==> config.mk <==
export PLATFORM = sky130hd
export DESIGN_NAME = nibble_serial_adder
export DESIGN_NICKNAME = d
export VERILOG_FILES = /design/src/rtl/nibble_serial_adder.sv
export SDC_FILE = /design/constraint.sdc
export NUM_CORES = 1
export LEC_CHECK = 0
export BUFFER_PORTS_ARGS = -buffer_cell sky130_fd_sc_hd__buf_2
export CAP_MARGIN = 20
export CORE_UTILIZATION = 38
export CTS_CLUSTER_DIAMETER = 50
export CTS_CLUSTER_SIZE = 24
export DETAILED_ROUTE_END_ITERATION = 7
export PLACE_DENSITY = 0.71
export SETUP_SLACK_MARGIN = 0.15
export SYNTH_ARGS = -nofsm -noshare
export SYNTH_HDL_FRONTEND = slang
export SYNTH_SLANG_ARGS = --single-unit
export TNS_END_PERCENT = 1
==> constraint.sdc <==
create_clock -name clk -period 3.7 [get_ports clk]
set_input_delay 0.37 -clock clk [delete_from_list [all_inputs] [get_ports clk]]
set_output_delay 0.37 -clock clk [all_outputs]
set_load 0.02 [all_outputs]
==> src/rtl/nibble_serial_adder.sv <==
// nibble_serial_adder: WIDTH-bit adder built from one 4-bit slice, one nibble per clock, LSB nibble first,
// with valid/ready handshakes on both the operand and result sides.
module nibble_serial_adder #(
    parameter int WIDTH = 16
) (
    input  logic             clk,
    input  logic             rst_n,
    input  logic             in_valid,
    output logic             in_ready,
    input  logic [WIDTH-1:0] a,
    input  logic [WIDTH-1:0] b,
    input  logic             cin,
    output logic             out_valid,
    input  logic             out_ready,
    output logic [WIDTH-1:0] sum,
    output logic             cout,
    output logic             busy
);
    localparam int NIB = WIDTH / 4;
    localparam int IW  = NIB > 1 ? $clog2(NIB) : 1;

    typedef enum logic [1:0] {IDLE, ADD, DONE} state_t;

    state_t           state, state_nx;
    logic [WIDTH-1:0] opa, opb;
    logic             carry;
    logic [IW-1:0]    idx;
    logic [3:0]       na, nb;
    logic [4:0]       nsum;
    logic             last;

    always_ff @(posedge clk or negedge rst_n) begin
        if (!rst_n) state <= IDLE;
        else        state <= state_nx;
    end

    always_comb begin
        state_nx = state == IDLE ? (in_valid ? ADD : IDLE) :
                   state == ADD  ? (last ? DONE : ADD) :
                                   (out_ready ? IDLE : DONE);
    end

    always_comb begin
        in_ready  = state == IDLE;
        busy      = state != IDLE;
        out_valid = state == DONE;
    end

    // Nibble mux for the current index; the full 5-bit sum keeps the carry intact.
    always_comb begin
        na = '0;
        nb = '0;
        for (int k = 0; k < NIB; k++) begin
            if (idx == IW'(k)) begin
                na = opa[4*k +: 4];
                nb = opb[4*k +: 4];
            end
        end
        nsum = {1'b0, na} + {1'b0, nb} + {4'b0, carry};
        last = idx == IW'(NIB - 1);
    end

    always_ff @(posedge clk or negedge rst_n) begin
        if (!rst_n) begin
            opa   <= '0;
            opb   <= '0;
            carry <= 1'b0;
            idx   <= '0;
            sum   <= '0;
            cout  <= 1'b0;
        end else if (state == IDLE && in_valid) begin
            opa   <= a;
            opb   <= b;
            carry <= cin;
            idx   <= '0;
        end else if (state == ADD) begin
            carry <= nsum[4];
            idx   <= last ? '0 : idx + 1'b1;
            for (int k = 0; k < NIB; k++)
                if (idx == IW'(k)) sum[4*k +: 4] <= nsum[3:0];
            if (last) cout <= nsum[4];
        end
    end
endmodule
Yosys cells after proc, flatten, opt, wreduce, memory -nomap -nowiden
Index checks and enable logic that the tools add are counted.
{ "op_classes": {"bitwise_logic": 1, "mux": 18, "n_addsub": 3, "reduce_logical": 9, "eq_ne": 5} }
{ "ops": {"columns": ["operator", "n"], "rows": [
  ["4-bit two-way mux", 8],
  ["2-bit two-way mux", 7],
  ["3-bit AND reduction", 4],
  ["2-bit equality test (second input constant)", 3],
  ["4-bit by 4-bit adder with 5-bit output", 1],
  ["5-bit by 1-bit adder with 5-bit output", 1],
  ["2-bit by 1-bit equality test with 1-bit output (second input constant)", 2],
  ["2-bit logical NOT", 2],
  ["2-bit nonzero test", 2],
  ["1-bit two-way mux", 3],
  ["2-bit by 1-bit adder with 2-bit output (second input constant)", 1],
  ["1-bit logical AND", 1],
  ["1-bit inverter", 1]
]} }
{ "totals": {"elab_cells": 46, "out_inout_bits": 20, "ff_bits": 54, "input_bits": 37} }

Longest topological paths before layout
{ "depth": {"word_depth": 9, "depth_mapped": 11, "ltp_nobuf": 10} }

Worst setup path before layout
OpenSTA, ideal clock, no wires.
{ "synth_path": {"path_kind": "register to register", "from": "reg idx[0]", "to": "reg carry", "arrival_time_ns": 2.558, "required_time_ns": 3.563, "stages_incl_launch_ff": 12, "slack_ns": 1.005, "n_path_buf": 1, "setup_time_ns": 0.137, "period_less_slack_ns": 2.695, "cell_sequence": "dfrtp_1 > inv_1 > ha_1 > nor2b_1 > clkbuf_1 > a221oi_1 > o31ai_1 > fa_1 > fa_1 > a21o_1 > a21oi_1 > o221ai_1"} }
{ "synth_via": {"elab_chain_len": 9, "elab_cells_between_ends": 16, "classes_between": "2 x add/sub; 3 x eq/ne; 10 x mux; 1 x reduce/logical"} }
{ "synth_rtl": {"columns": ["element", "line", "text"], "rows": [
  ["from (decl)", "27", "logic [IW-1:0] idx;"],
  ["from (signal assigned)", "78", "idx <= last ? '0 : idx + 1'b1;"],
  ["2-bit logical NOT", "54", "if (idx == IW'(k)) begin"],
  ["4-bit two-way mux (4 in a row)", "54", null],
  ["4-bit by 4-bit adder with 5-bit output *", "59", "nsum = {1'b0, na} + {1'b0, nb} + {4'b0, carry};"],
  ["5-bit by 1-bit adder with 5-bit output *", "59", null],
  ["1-bit two-way mux *", "76", "end else if (state == ADD) begin"],
  ["1-bit two-way mux *", "71", "end else if (state == IDLE && in_valid) begin"],
  ["to (signal assigned)", "74", "carry <= cin;"],
  ["to (signal assigned)", "77", "carry <= nsum[4];"],
  ["to (decl)", "26", "logic carry;"]
]} }
Every way passes the cells marked *; elsewhere a longest branch is shown, timed or not. The select of a mux whose other input is x is not followed.
A chain may end at the register's enable or synchronous reset.

Final worst setup path
{ "layout_path": {"from": "reg idx[0]", "to": "reg sum[15]"} }
{ "layout_via": {"elab_chain_len": 7, "elab_cells_between_ends": 15, "classes_between": "2 x add/sub; 3 x eq/ne; 8 x mux; 2 x reduce/logical"} }
{ "layout_rtl": {"columns": ["element", "line", "text"], "rows": [
  ["2-bit logical NOT", "54", null],
  ["4-bit two-way mux (4 in a row)", "54", null],
  ["4-bit by 4-bit adder with 5-bit output", "59", null],
  ["5-bit by 1-bit adder with 5-bit output", "59", null],
  ["to (signal, indexed assignment)", "80", "if (idx == IW'(k)) sum[4*k +: 4] <= nsum[3:0];"],
  ["to (decl)", "15", "output logic [WIDTH-1:0] sum,"]
]} }
Parallel ways exist; a longest one is shown, timed or not.

==> qor.txt <==
WHS: 0.0610 ns
crit path time final: 3.06 ns
synth top area cells: dfrtp_1 54%, mux2_2 17%, o31ai_1 3.6%, ha_1 3.5%, nand2_1 3.2%
Final WS setup: 0.644 ns
nets: 298
CTS resizes: 0
top cell type by total area after synthesis: dfrtp_1
Final period util: 82.6%
Die Width: 83.0 um
grt total ovfl: 0
CTS sink cnt: 54
fin. max-slew vios: 0
delay-heaviest family, CP: simple AND/OR/NAND/NOR gates
buffer count from post-CTS setup fixing: 0
final hold violation count: 0
commonest cells after routing, fill and taps aside: 56 x buf_2, 54 x dfrtp_1, 37 x mux2_2, 21 x nand2_1, 12 x o31ai_1
slowest CP cell: o31ai_1
Worst EP arrival: 3.22 ns
Rel. slew slack: 57.9%
Max Clock Freq: 327 MHz
flop2flop setup slack: 0.64 ns
RR Startpoint: idx[0]
R2R Path End: sum[15]
worst hold path class: input pin to async pin
routed vias/inst: 5.14
first-pass GRT wire length: 8400 um
Root Buffer: clkbuf_8
initial antenna violation count: 0
skew final: 0.00951 ns
share of layout cells above drive strength 1: 40.7%
Tot GR Track Use: 15.2%
Worst Path Required: 3.87 ns
Syn Std Cell Area: 2490 um2
Cell variety after synth: 31
Avg Inst Size Synth: 12.7 um2
Clk Latency, worst-skew pair: 0.30 ns
crit path kind: register to register
GPL Wtd Cong: 0.754
Power, Total: 3.02 mW
max-cap violation count: 0
post-detailed-route count of antenna-violating nets: 0
Clock Pin Slew Worst Setup and Hold Paths: 0.09 ns
ANT cells: 0
wire per inst: 14.6 um
H-tree levels: 2
DRT Wirelength: 4830 um
CP Buf/Inv Count: 0
post-synth top area share: 54.2%
Setup crit end kind: register
DRC: 0
core area: 6350 um2
# hold bufs at CTS: 0
FF-to-FF path depth: 8
warnings from Yosys: 0
Num CTS Buffers: 5
worst vdd ir: 498 uV
Max Fanout on Critical Path: 11
Initial Util: 39.3%
power per cell area: 1030 nW/um2
# IOs: 57
P_leak: 1.36 nW
chip height: 83.0 um
sequential share of the synthesized area: 54.2%
unrepaired setup endpoints after global routing: false
CTS Buffer Depth: 2
most common cell after layout, fill and taps aside: buf_2
worst-path cell chain: ha_1, nor2b_1, a221oi_1, o31ai_1, ha_1, and3_1, nor3_1, o31ai_1
FF+latch count, synth: 54
DP Wirelength: 3610 um
CTS tree: built
Pre-antenna DRT Iters: 4
PortBufs: 56
final setup vio count: 0
pin count of the biggest net entering global routing: 36
net count after synthesis: 243
Setup WS pre-CTS: 0.654 ns
Mapped Cells: 197
outcome: complete, no violations
via count: 1697
worst-margin pin slew: 0.631 ns
type of origin of the critical path: register
layout overhead on the synthesized area: 17.5%
Row Count: 29
Setup Total Neg Slack: 0 ns
vias in the first global route: 1687
DIE AREA: 6890 um2
worst stage delay on the critical path: 0.53 ns
initial DRC count: 70
-- area by class of cell --
class | count | area (um2)
fill | 608 | 3420
sequential | 54 | 1350
multi-input combinational | 127 | 1060
timing repair buffer | 58 | 295
tap | 77 | 96.3
clock buffer | 7 | 76.3
clock inverter | 1 | 30.0
inverter | 6 | 22.5
-- metal layers --
layer	up-vias	GRT usage (%)	share of wire, %
li1	816	-	-
met1	830	22.6	49
met2	43	22.2	45
met3	8	3.48	4.4
met4	0	4.70	1.2
met5	-	0	0
-- worst max path at each step --
stage,startpoint,end,depth (start not counted)
2_1_floorplan,idx[0],carry,11
3_3_place_gp,idx[1],carry,10
3_5_place_dp,idx[0],sum[15],8
4_1_cts,idx[1],sum[15],9
5_1_grt,idx[0],sum[15],8
6_report,idx[0],sum[15],8
-- logic make-up after synthesis --
logic type	Yosys count	synth area share (%)
AOI/OAI and AO/OA	37	10.6
xor gates and xnor gates	1	0.351
DFF	54	54.2
buffers and inverters	16	3.41
adders and majority gates	9	5.12
muxes	40	18.0
and+or+nand+nor	40	8.38
-- synthesized netlist by cell type --
cell      count
a21o_1        2
a21oi_1       3
a221oi_1      7
a22o_1        1
a32o_1        1
and3_1        1
buf_1         1
buf_2         2
buf_6         3
clkbuf_1      4
dfrtp_1      54
fa_1          2
ha_1          7
inv_1         6
mux2_1        2
mux2_2       37
mux2i_1       1
nand2_1      21
nand2b_1      1
nand3b_1      4
nor2_1        2
nor2b_1       8
nor3_1        1
nor3b_4       1
o21a_1        1
o21ai_0       8
o21bai_1      1
o221ai_1      1
o31ai_1      12
or2_2         1
xnor2_1       1
-- stage by stage --
stage          cells  util, %  area, um2
3_5_place_dp     322     44.5       2820
4_1_cts          330     46.1       2930
2_1_floorplan    197        -       2490
3_3_place_gp     322     44.5       2820
5_1_grt          330     46.1       2930
6_report         330     46.1       2930
-- power breakdown --
part           internal (mW)  total, mW  switching (mW)
Combinational          0.716       1.54           0.828
Sequential             0.895       1.09           0.199
Clock                  0.203      0.381           0.178
Total                   1.81       3.02            1.21
-- registers in the layout, summed over array words and instances (netlist names) --
signal / count
carry: 1
cout: 1
idx: 2
opa: 16
opb: 16
state: 2
sum: 16
No activity file was read; power rests on OpenSTA's default activity.
